## src/rtl/jk_cmd_pkg.sv

```systemverilog
// Shared constants and state type for the knight's-tour command sequencer.
// Commands are {opcode[3:0], heading[7:0], squares[3:0]}.
package jk_cmd_pkg;

  localparam logic [3:0] MOVE         = 4'b0010;
  localparam logic [3:0] MOVE_FANFARE = 4'b0011;

  localparam logic [7:0] HEAD_N = 8'h00;
  localparam logic [7:0] HEAD_W = 8'h3F;
  localparam logic [7:0] HEAD_S = 8'h7F;
  localparam logic [7:0] HEAD_E = 8'hBF;

  localparam logic [7:0] RESP_ACK  = 8'hA5;
  localparam logic [7:0] RESP_BUSY = 8'h5A;

  typedef enum logic [2:0] {
    IDLE   = 3'd0,
    VERT   = 3'd1,
    WAIT_V = 3'd2,
    HORZ   = 3'd3,
    WAIT_H = 3'd4
  } tour_state_t;

endpackage

```

## src/rtl/tour_move_decode.sv

```systemverilog
// Turns one knight move (one-hot, lowest set bit wins) into its vertical
// and horizontal leg commands. A zero move yields zero-square legs heading N/E.
module tour_move_decode
  import jk_cmd_pkg::*;
(
  input  logic [7:0]  move,
  output logic [15:0] vert_cmd,
  output logic [15:0] horz_cmd
);

  always_comb begin
    vert_cmd = {MOVE, HEAD_N, 4'd0};
    horz_cmd = {MOVE_FANFARE, HEAD_E, 4'd0};
    casez (move)
      8'b???????1: begin  // (+1,+2)
        vert_cmd = {MOVE, HEAD_N, 4'd2};
        horz_cmd = {MOVE_FANFARE, HEAD_E, 4'd1};
      end
      8'b??????10: begin  // (-1,+2)
        vert_cmd = {MOVE, HEAD_N, 4'd2};
        horz_cmd = {MOVE_FANFARE, HEAD_W, 4'd1};
      end
      8'b?????100: begin  // (-2,+1)
        vert_cmd = {MOVE, HEAD_N, 4'd1};
        horz_cmd = {MOVE_FANFARE, HEAD_W, 4'd2};
      end
      8'b????1000: begin  // (-2,-1)
        vert_cmd = {MOVE, HEAD_S, 4'd1};
        horz_cmd = {MOVE_FANFARE, HEAD_W, 4'd2};
      end
      8'b???10000: begin  // (-1,-2)
        vert_cmd = {MOVE, HEAD_S, 4'd2};
        horz_cmd = {MOVE_FANFARE, HEAD_W, 4'd1};
      end
      8'b??100000: begin  // (+1,-2)
        vert_cmd = {MOVE, HEAD_S, 4'd2};
        horz_cmd = {MOVE_FANFARE, HEAD_E, 4'd1};
      end
      8'b?1000000: begin  // (+2,-1)
        vert_cmd = {MOVE, HEAD_S, 4'd1};
        horz_cmd = {MOVE_FANFARE, HEAD_E, 4'd2};
      end
      8'b10000000: begin  // (+2,+1)
        vert_cmd = {MOVE, HEAD_N, 4'd1};
        horz_cmd = {MOVE_FANFARE, HEAD_E, 4'd2};
      end
      default: begin
        vert_cmd = {MOVE, HEAD_N, 4'd0};
        horz_cmd = {MOVE_FANFARE, HEAD_E, 4'd0};
      end
    endcase
  end

endmodule

```

## src/rtl/tour_cmd_sequencer.sv

```systemverilog
// Muxes UART commands and the solved tour into the command processor,
// issuing a vertical then a horizontal leg for every move in the table.
module tour_cmd_sequencer
  import jk_cmd_pkg::*;
#(
  parameter int NUM_MOVES = 24,
  parameter int IDX_W     = 5
) (
  input  logic             clk,
  input  logic             rst_n,
  input  logic             start_tour,
  input  logic [7:0]       move,
  output logic [IDX_W-1:0] mv_indx,
  input  logic [15:0]      cmd_UART,
  input  logic             cmd_rdy_UART,
  output logic             clr_cmd_rdy_UART,
  output logic [15:0]      cmd,
  output logic             cmd_rdy,
  input  logic             clr_cmd_rdy,
  input  logic             send_resp,
  output logic [7:0]       resp,
  output logic [2:0]       dbg_state
);

  // Handshake: cmd is valid while cmd_rdy is high; the command processor
  // takes it by pulsing clr_cmd_rdy and later reports completion with send_resp.

  localparam logic [IDX_W-1:0] LAST_IDX = IDX_W'(NUM_MOVES - 1);

  tour_state_t      state_q, state_d;
  logic [IDX_W-1:0] indx_q, indx_d;
  logic [15:0]      vert_cmd, horz_cmd;
  logic             last_move;

  tour_move_decode u_decode (
    .move     (move),
    .vert_cmd (vert_cmd),
    .horz_cmd (horz_cmd)
  );

  assign last_move = (indx_q == LAST_IDX);
  assign mv_indx   = indx_q;
  assign dbg_state = state_q;

  always_ff @(posedge clk or negedge rst_n) begin
    if (!rst_n) begin
      state_q <= IDLE;
      indx_q  <= '0;
    end else begin
      state_q <= state_d;
      indx_q  <= indx_d;
    end
  end

  always_comb begin
    state_d          = state_q;
    indx_d           = indx_q;
    cmd              = cmd_UART;
    cmd_rdy          = 1'b0;
    clr_cmd_rdy_UART = 1'b0;
    resp             = RESP_BUSY;
    case (state_q)
      IDLE: begin
        cmd              = cmd_UART;
        cmd_rdy          = cmd_rdy_UART;
        clr_cmd_rdy_UART = clr_cmd_rdy;
        resp             = RESP_ACK;
        if (start_tour) begin
          state_d = VERT;
          indx_d  = '0;
        end
      end
      VERT: begin
        cmd     = vert_cmd;
        cmd_rdy = 1'b1;
        if (clr_cmd_rdy) state_d = WAIT_V;
      end
      WAIT_V: begin
        cmd = vert_cmd;
        if (send_resp) state_d = HORZ;
      end
      HORZ: begin
        cmd     = horz_cmd;
        cmd_rdy = 1'b1;
        if (clr_cmd_rdy) state_d = WAIT_H;
      end
      WAIT_H: begin
        cmd = horz_cmd;
        // The ack on the final leg tells the host the whole tour is done.
        if (last_move) resp = RESP_ACK;
        if (send_resp) begin
          if (last_move) begin
            state_d = IDLE;
            indx_d  = '0;
          end else begin
            state_d = VERT;
            indx_d  = indx_q + 1'b1;
          end
        end
      end
      default: begin
        state_d = IDLE;
        indx_d  = '0;
      end
    endcase
  end

endmodule

```

## config.mk

```make
export PLATFORM = sky130hd
export DESIGN_NAME = tour_cmd_sequencer
export DESIGN_NICKNAME = d
export VERILOG_FILES = /design/src/rtl/jk_cmd_pkg.sv /design/src/rtl/tour_move_decode.sv /design/src/rtl/tour_cmd_sequencer.sv
export SDC_FILE = /design/constraint.sdc
export NUM_CORES = 1
export LEC_CHECK = 0
export BUFFER_PORTS_ARGS = -buffer_cell sky130_fd_sc_hd__buf_2
export CAP_MARGIN = 20
export CORE_MARGIN = 5
export CORE_UTILIZATION = 35
export DETAILED_ROUTE_END_ITERATION = 10
export SLEW_MARGIN = 20
export SYNTH_ARGS = -nofsm -noshare
export SYNTH_HDL_FRONTEND = slang
export SYNTH_HIERARCHICAL = 1
export SYNTH_SLANG_ARGS = --single-unit
```

## constraint.sdc

```tcl
create_clock -name clk -period 4.5 [get_ports clk]
set_input_delay 0.225 -clock clk [delete_from_list [all_inputs] [get_ports clk]]
set_output_delay 0.225 -clock clk [all_outputs]
set_load 0.05 [all_outputs]
```

Word-level counts from Yosys, hierarchy flattened
Cells that the tools add are included.
W data, S select, Z words.
{ "classes": {"add_sub_neg": 1, "eq_ne": 17, "n_mux": 18, "bitwise_logic": 1, "n_reduce_logical": 15} }
{ "op_table": {"columns": ["operator", "n"], "rows": [
  ["$pmux W12 S4", 1],
  ["$pmux W11 S4", 1],
  ["$pmux W16 S2", 1],
  ["$reduce_or A2 Y1", 11],
  ["$pmux W8 S2", 1],
  ["$mux W3", 5],
  ["$mux W5", 3],
  ["$pmux W3 S5", 1],
  ["$pmux W5 S3", 1],
  ["$eq A5 B5 Y1 const B", 2],
  ["$ne A2 B2 Y1 const B", 5],
  ["$eq A8 B8 Y1 const B", 1],
  ["$mux W8", 1],
  ["$eq A7 B7 Y1 const B", 1],
  ["$eq A3 B2 Y1 const B", 2],
  ["$eq A3 B3 Y1 const B", 2],
  ["$eq A6 B6 Y1 const B", 1],
  ["$add A5 B1 Y5 const B", 1],
  ["$reduce_and A5 Y1", 1],
  ["$eq A4 B4 Y1 const B", 1],
  ["$eq A3 B1 Y1 const B", 1],
  ["$logic_not A3 Y1", 1],
  ["$reduce_and A3 Y1", 1],
  ["$reduce_or A3 Y1", 1],
  ["other kinds (4)", 5]
]} }
{ "totals": {"ff_bits": 8, "output_inout_bits": 34} }

Longest topological paths before layout
Gate-level depths: netlist of the first run.
{ "depth": {"ltp_word": 4, "mapped_depth": 6} }

By module
The synthesis of the first run kept the hierarchy.
{ "modules_own_cells": {"columns": ["mod", "instances", "cells_per_inst", "area_each_um2", "seq_area_each_um2"], "rows": [
  ["tour_cmd_sequencer", 1, 167, 1332.5, 200.2],
  ["tour_move_decode", 1, 40, 286.5, 0.0]
]} }

Worst setup path after synthesis of the first run
No wires, ideal clock.
{ "synth_path": {"kind": "register -> output", "from": "register indx_q[1], in the netlist mv_indx[1]", "to": "output resp[3]", "arrival_time_ns": 3.605, "required_time_ns": 4.275, "path_slack_ns": 0.670, "path_stages_with_launch": 6, "n_path_buf": 1, "cell_sequence": "dfrtp_1 ha_1 nand4b_1 a211oi_1 inv_1 buf_4"} }
{ "synth_via": {"elab_chain_len": 3} }
{ "synth_rtl": {"columns": ["element", "line_no", "text"], "rows": [
  ["start: declaration", "tour_cmd_sequencer.sv:31", "logic [IDX_W-1:0] indx_q, indx_d;"],
  ["start signal: assignment", "tour_cmd_sequencer.sv:51", "indx_q <= indx_d;"],
  ["$eq A5 B5 Y1", "tour_cmd_sequencer.sv:41", "assign last_move = (indx_q == LAST_IDX);"],
  ["$mux W8", "tour_cmd_sequencer.sv:90", "if (last_move) resp = RESP_ACK;"],
  ["$pmux W8 S2", "tour_cmd_sequencer.sv:62", "case (state_q)"],
  ["end: declaration", "tour_cmd_sequencer.sv:21", "output logic [7:0] resp,"]
]} }
No other way between the ends.

Worst setup path in the final report of the first run
{ "layout_path": {"from": "register state_q[2], in the netlist dbg_state[2]", "to": "output cmd[1]"} }
{ "layout_via": {"elab_chain_len": 3, "word_cells_on_any_way": 7, "classes_between": "eq/ne: 4; mux: 1; reduce/logical: 2"} }
{ "layout_rtl": {"columns": ["element", "line_no", "text"], "rows": [
  ["start: declaration", "tour_cmd_sequencer.sv:30", "tour_state_t state_q, state_d;"],
  ["start signal: assignment", "tour_cmd_sequencer.sv:50", "state_q <= state_d;"],
  ["$eq A3 B3 Y1 (tied with other cells)", "tour_cmd_sequencer.sv:62", null],
  ["$reduce_or A2 Y1 (no line)", null, null],
  ["$pmux W16 S2 (*)", "tour_cmd_sequencer.sv:62", null],
  ["end: declaration", "tour_cmd_sequencer.sv:17", "output logic [15:0] cmd,"]
]} }
Every way passes the cells marked *; elsewhere a longest branch is shown, timed or not.

==> results of run 1 <==
stage by stage:
step | instances | util | cell area (sq um) | worst slack, ns | hold slack (ns)
2_1_floorplan | 225 | - | 1690 | 0.670 | -0.0706
3_3_place_gp | 294 | 0.398 | 1760 | 1.98 | 0.0780
3_5_place_dp | 294 | 0.398 | 1760 | 1.97 | 0.0815
4_1_cts | 299 | 0.410 | 1810 | 1.72 | 0.294
5_1_grt | 299 | 0.411 | 1810 | 1.59 | 0.311
6_report | 299 | 0.411 | 1810 | 1.78 | 0.300
critical path: cells and delay by family (launching register included):
kind / cells / cell delay, ns
flip-flops: 1 / 0.72
AO/OA/AOI/OAI: 2 / 0.46
buffers and inverters: 2 / 0.57
AND/OR/NAND/NOR: 1 / 0.50
Yosys cell counts (2+ instances only):
cell and instances:
a21o_1 3, dfrtp_1 8, nor3b_1 2, a21oi_1 2, o31ai_1 2, nand2b_1 2, o211a_1 16, a2bb2oi_1 16
o2bb2ai_1 2, o21ai_0 18, mux2i_1 17, buf_4 34, conb_1 2, buf_6 2, buf_2 4, clkbuf_1 8
nor2_1 7, o22ai_1 2, nor2b_1 17, nand2_1 4, a21boi_0 2, inv_1 3, mux2_2 2, nor3_1 18
metal layers:
metal	vias up	share of wire
met5	-	0
met4	0	0.010
met3	4	0.053
met2	45	0.44
met1	661	0.49
li1	797	-
cell families (layout without fill, tap and decap cells):
family                     after synthesis  after routing  share of synthesized area
muxes                                   19             19                      0.119
adders and majority gates                1              1                    0.00773
buffers and inverters                   51             73                      0.209
and+or+nand+nor                         57             57                      0.198
other                                    2             20                    0.00464
DFF                                      8              8                      0.124
xor gates and xnor gates                 1              1                    0.00541
AOI/OAI and AO/OA                       68             68                      0.332
state kept, by name, summed over array words and instances, names as in the netlist:
register and cells:
mv_indx 5, dbg_state 3
layout make-up:
type / instances / share of cell area
repair buffers: 66 / 0.188
well taps: 52 / 0.0359
clock buffers: 4 / 0.0248
flip-flops and latches: 8 / 0.111
multi-input cells: 166 / 0.634
inverters: 3 / 0.00621
worst paths after layout:
| check | start | endpoint | depth (start not counted) |
|---|---|---|---|
| max in group asynchronous | rst_n | dbg_state[1] | 2 |
| setup / recovery | dbg_state[2] | cmd[1] | 5 |
| setup reg to reg | dbg_state[2] | mv_indx[3] | 4 |
| hold / removal | send_resp | dbg_state[2] | 2 |
| min in group asynchronous | rst_n | mv_indx[3] | 2 |
| hold reg to reg | mv_indx[3] | mv_indx[3] | 1 |
==> metrics.csv, run 1 <==
metric,value,unit
status,finished clean,
antenna_cells,0,
synth_top_flop_cell,dfrtp_1,
use_met1,0.171,
critPathArrivalTime,2.50,ns
use_met2,0.211,
hp-class,input pin to flip-flop,
worstPathMaxFanout,26,
post-route-period-util,0.605,
final_common_cell,buf_2,
cts_setup_buffers,0,
setup_viol_count_final,0,
die_area,6090,sq um
path_cells,buf_4 -> or3b_1 -> o21a_4 -> o211a_1 -> buf_2,
dp_hpwl,2830,um
setup_tns,0,ns
grt_start_max_net_pins,43,
start_util,0.367,
drc,0,
clkSinkCount,8,
path_clk_slew,0.04,ns
netlist_instances,207,
final.fill_count,469,
grt_pass1_wl,6690,um
synth_top_cell_by_area,buf_4,
multi_input_area,1150,sq um
timing_worst_setup_path_type,flip-flop to output port,
routedWlPerCell,13.1,um
ant_nets,0,
vias_per_cell,5.04,
drv_slew,0,
grt_usage,0.127,
rsz0062_at_grt,false,
synth.avg_cell_area,7.82,sq um
cts.path.max_buffers,2,
cts_root_buf,clkbuf_8,
final-hold-violation-count,0,
ys_types,38,
drive_above_1_share,0.304,
via_count,1507,
die_h,78.0,um
synth_seq_cells,8,
worst-slew-pin-transition,0.866,ns
top_usage_layer,met2,
clkLatencyLatePin,0.23,ns
synth_area,1620,sq um
syn_to_final_growth,12.0,%
mostFrequentLayoutCells,"63 x buf_2, 20 x conb_1, 18 x nor3_1, 18 x o21ai_0",
synthArstFlopShare,1.00,
cts_buffers,3,
synth_edf_count,0,
slew_headroom,0.423,
yosys-top-cells-area,"buf_4 16%, dfrtp_1 12%, mux2i_1 11%, o211a_1 9.9%, a2bb2oi_1 8.7%",
portBuffers,63,
regArea,201,sq um
synth_top_area_frac,0.158,
start_kind,flip-flop,
die_width,78.0,um
timing.fmax,368,MHz
totalWireLength,3900,um
reg2reg_slack,2.42,ns
antenna_found_initial,0,
fp-row-count,24,
crit_slowest_cell,dfrtp_1,
cts_resized,0,
nets,279,
cpPeakStageDelay,0.72,ns
grt_remaining_overflow,0,
htreeDepth,1,
gp_congestion,0.746,
use_met3,0.0183,
synth_warnings,6,
cts_hold_buf,1,
fin_skew,0.00343,ns
seq_area_frac_synth,0.124,
drt_iter0_markers,94,
cts_tree,yes,
fin_crit,2.72,ns
grt_pass1_vias,1469,
coreArea,4410,sq um
ioPinCount,64,
firstDrtPassIters,4,
crit_path_end_kind,output port,
cap_violations,0,
cp.required,4.28,ns
Power of run 1 is left out: the tool's default activity adds up to more than one toggle a clock period on the data nets, which glitch-free logic cannot reach.
==> run 2, diff against run 1 <==
==> constraint.sdc (replaced) <==
create_clock -name clk -period 2.3 [get_ports clk]
set_input_delay 0.115 -clock clk [delete_from_list [all_inputs] [get_ports clk]]
set_output_delay 0.115 -clock clk [all_outputs]
set_load 0.05 [all_outputs]
==> run 2 against run 1 <==
Net effect:
- critical path depth did not move
- worst hold slack worse by 0.11 ns
- highest routed layer unchanged
- first-iteration DRC count increased by 12%
- clock skew rose by 0.0019 ns
- cell count up 1.7%
- largest cell class unchanged
- register-to-register slack worse by 1.9 ns
- routed wire length up 2.9%
- clock-buffer cell count down 1
- via count rose by 2.6%
- worst setup slack got worse by 1.7 ns
- sequential share of layout area hardly changed
- die area is the same
==> metrics.csv, run 2 (synthesis gave the netlist of run 1 again) <==
metric,value,unit
status,finished clean,
cts_resized,0,
regArea,210,sq um
htreeDepth,1,
final-hold-violation-count,0,
post-route-period-util,0.960,
clkLatencyLatePin,0.23,ns
coreArea,4410,sq um
grt_start_max_net_pins,28,
gp_congestion,0.754,
start_kind,flip-flop,
reg2reg_slack,0.56,ns
grt_usage,0.122,
worstPathMaxFanout,27,
firstDrtPassIters,4,
path_cells,buf_4 -> or3b_1 -> o21a_4 -> o211a_1 -> buf_2,
worstReg2RegEnd,mv_indx[0],
worst-slew-pin-transition,0.561,ns
fp-row-count,24,
die_area,6090,sq um
fin_skew,0.00531,ns
cts.path.max_buffers,2,
timing.fmax,453,MHz
cts_setup_buffers,0,
critPathArrivalTime,2.09,ns
min_to,dbg_state[2],
crit_slowest_cell,or3b_1,
rsz0062_at_grt,false,
syn_to_final_growth,16.7,%
setup_tns,0,ns
largest_reg_flops,5,
drc,0,
setup_viol_count_final,0,
nets,285,
cts_root_buf,clkbuf_8,
crit_path_end_kind,output port,
cpPeakStageDelay,0.52,ns
timing_worst_setup_path_type,flip-flop to output port,
die_h,78.0,um
multi_input_area,1170,sq um
path_buf_inv,2,
drv_slew,0,
cp.required,2.18,ns
clkSinkCount,8,
totalWireLength,4020,um
ant_nets,0,
r2r-start,dbg_state[0],
vias_per_cell,5.09,
drt_iter0_markers,105,
via_count,1546,
start_util,0.367,
path_clk_slew,0.04,ns
grt_pass1_vias,1430,
grt_remaining_overflow,0,
cts_buffers,3,
min_from,send_resp,
ioPinCount,64,
dp_hpwl,2960,um
cts_tree,yes,
antenna_cells,0,
final_area,1890,sq um
portBuffers,63,
whs_path_depth,2,
fin_crit,2.21,ns
antenna_found_initial,0,
cts_hold_buf,1,
drive_above_1_share,0.357,
r2r_cells,4,
cap_violations,0,
slew_headroom,0.625,
place_area,1830,sq um
grt_pass1_wl,6470,um
final.fill_count,463,
hp-class,input pin to flip-flop,
final_common_cell,buf_2,
path_delay_family,simple AND/OR/NAND/NOR gates,
mostFrequentLayoutCells,"63 x buf_2, 20 x conb_1, 18 x nor3_1, 18 x o21ai_0",
routedWlPerCell,13.2,um
die_width,78.0,um
[run 2: worst max path at each step]
| stage | from | to | depth (start not counted) |
|---|---|---|---|
| after floorplan | mv_indx[1] | resp[3] | 5 |
| after global placement | dbg_state[2] | cmd[10] | 5 |
| after detailed placement | dbg_state[2] | cmd[1] | 5 |
| after CTS | dbg_state[2] | cmd[10] | 5 |
| after global routing | dbg_state[2] | cmd[1] | 5 |
| final | dbg_state[2] | cmd[1] | 5 |
[run 2: cell type report]
cell class	count	area share
inverters	3	0.00795
well taps	52	0.0344
multi-input cells	166	0.621
flip-flops and latches	8	0.111
clock buffers	3	0.0219
repair buffers	72	0.204
[run 2: worst register-to-register path: cells and delay by family, from the launching register on]
family	cells	cell delay [ns]
AOI/OAI and AO/OA	1	0.19
DFF	1	0.40
buffers and inverters	1	0.22
and+or+nand+nor	1	0.52
muxes	1	0.29
[run 2: metrics by stage]
step	setup WS, ns	hold WS, ns	util	instances
global route	0.0251	0.198	0.428	304
detailed placement	0.361	-0.0311	0.415	299
CTS	0.0999	0.185	0.426	303
global placement	0.357	-0.0266	0.415	299
floorplan	-0.251	-0.181	-	225
finish	0.0913	0.185	0.428	304
[run 2: routing by layer]
metal	GRT usage	share of wire	wire, um
met1	0.162	0.47	1890
met4	0.0186	0.0047	19
met3	0.0229	0.059	236
met5	0	0	0
met2	0.210	0.46	1870
Power of run 2 is left out for the same reason.
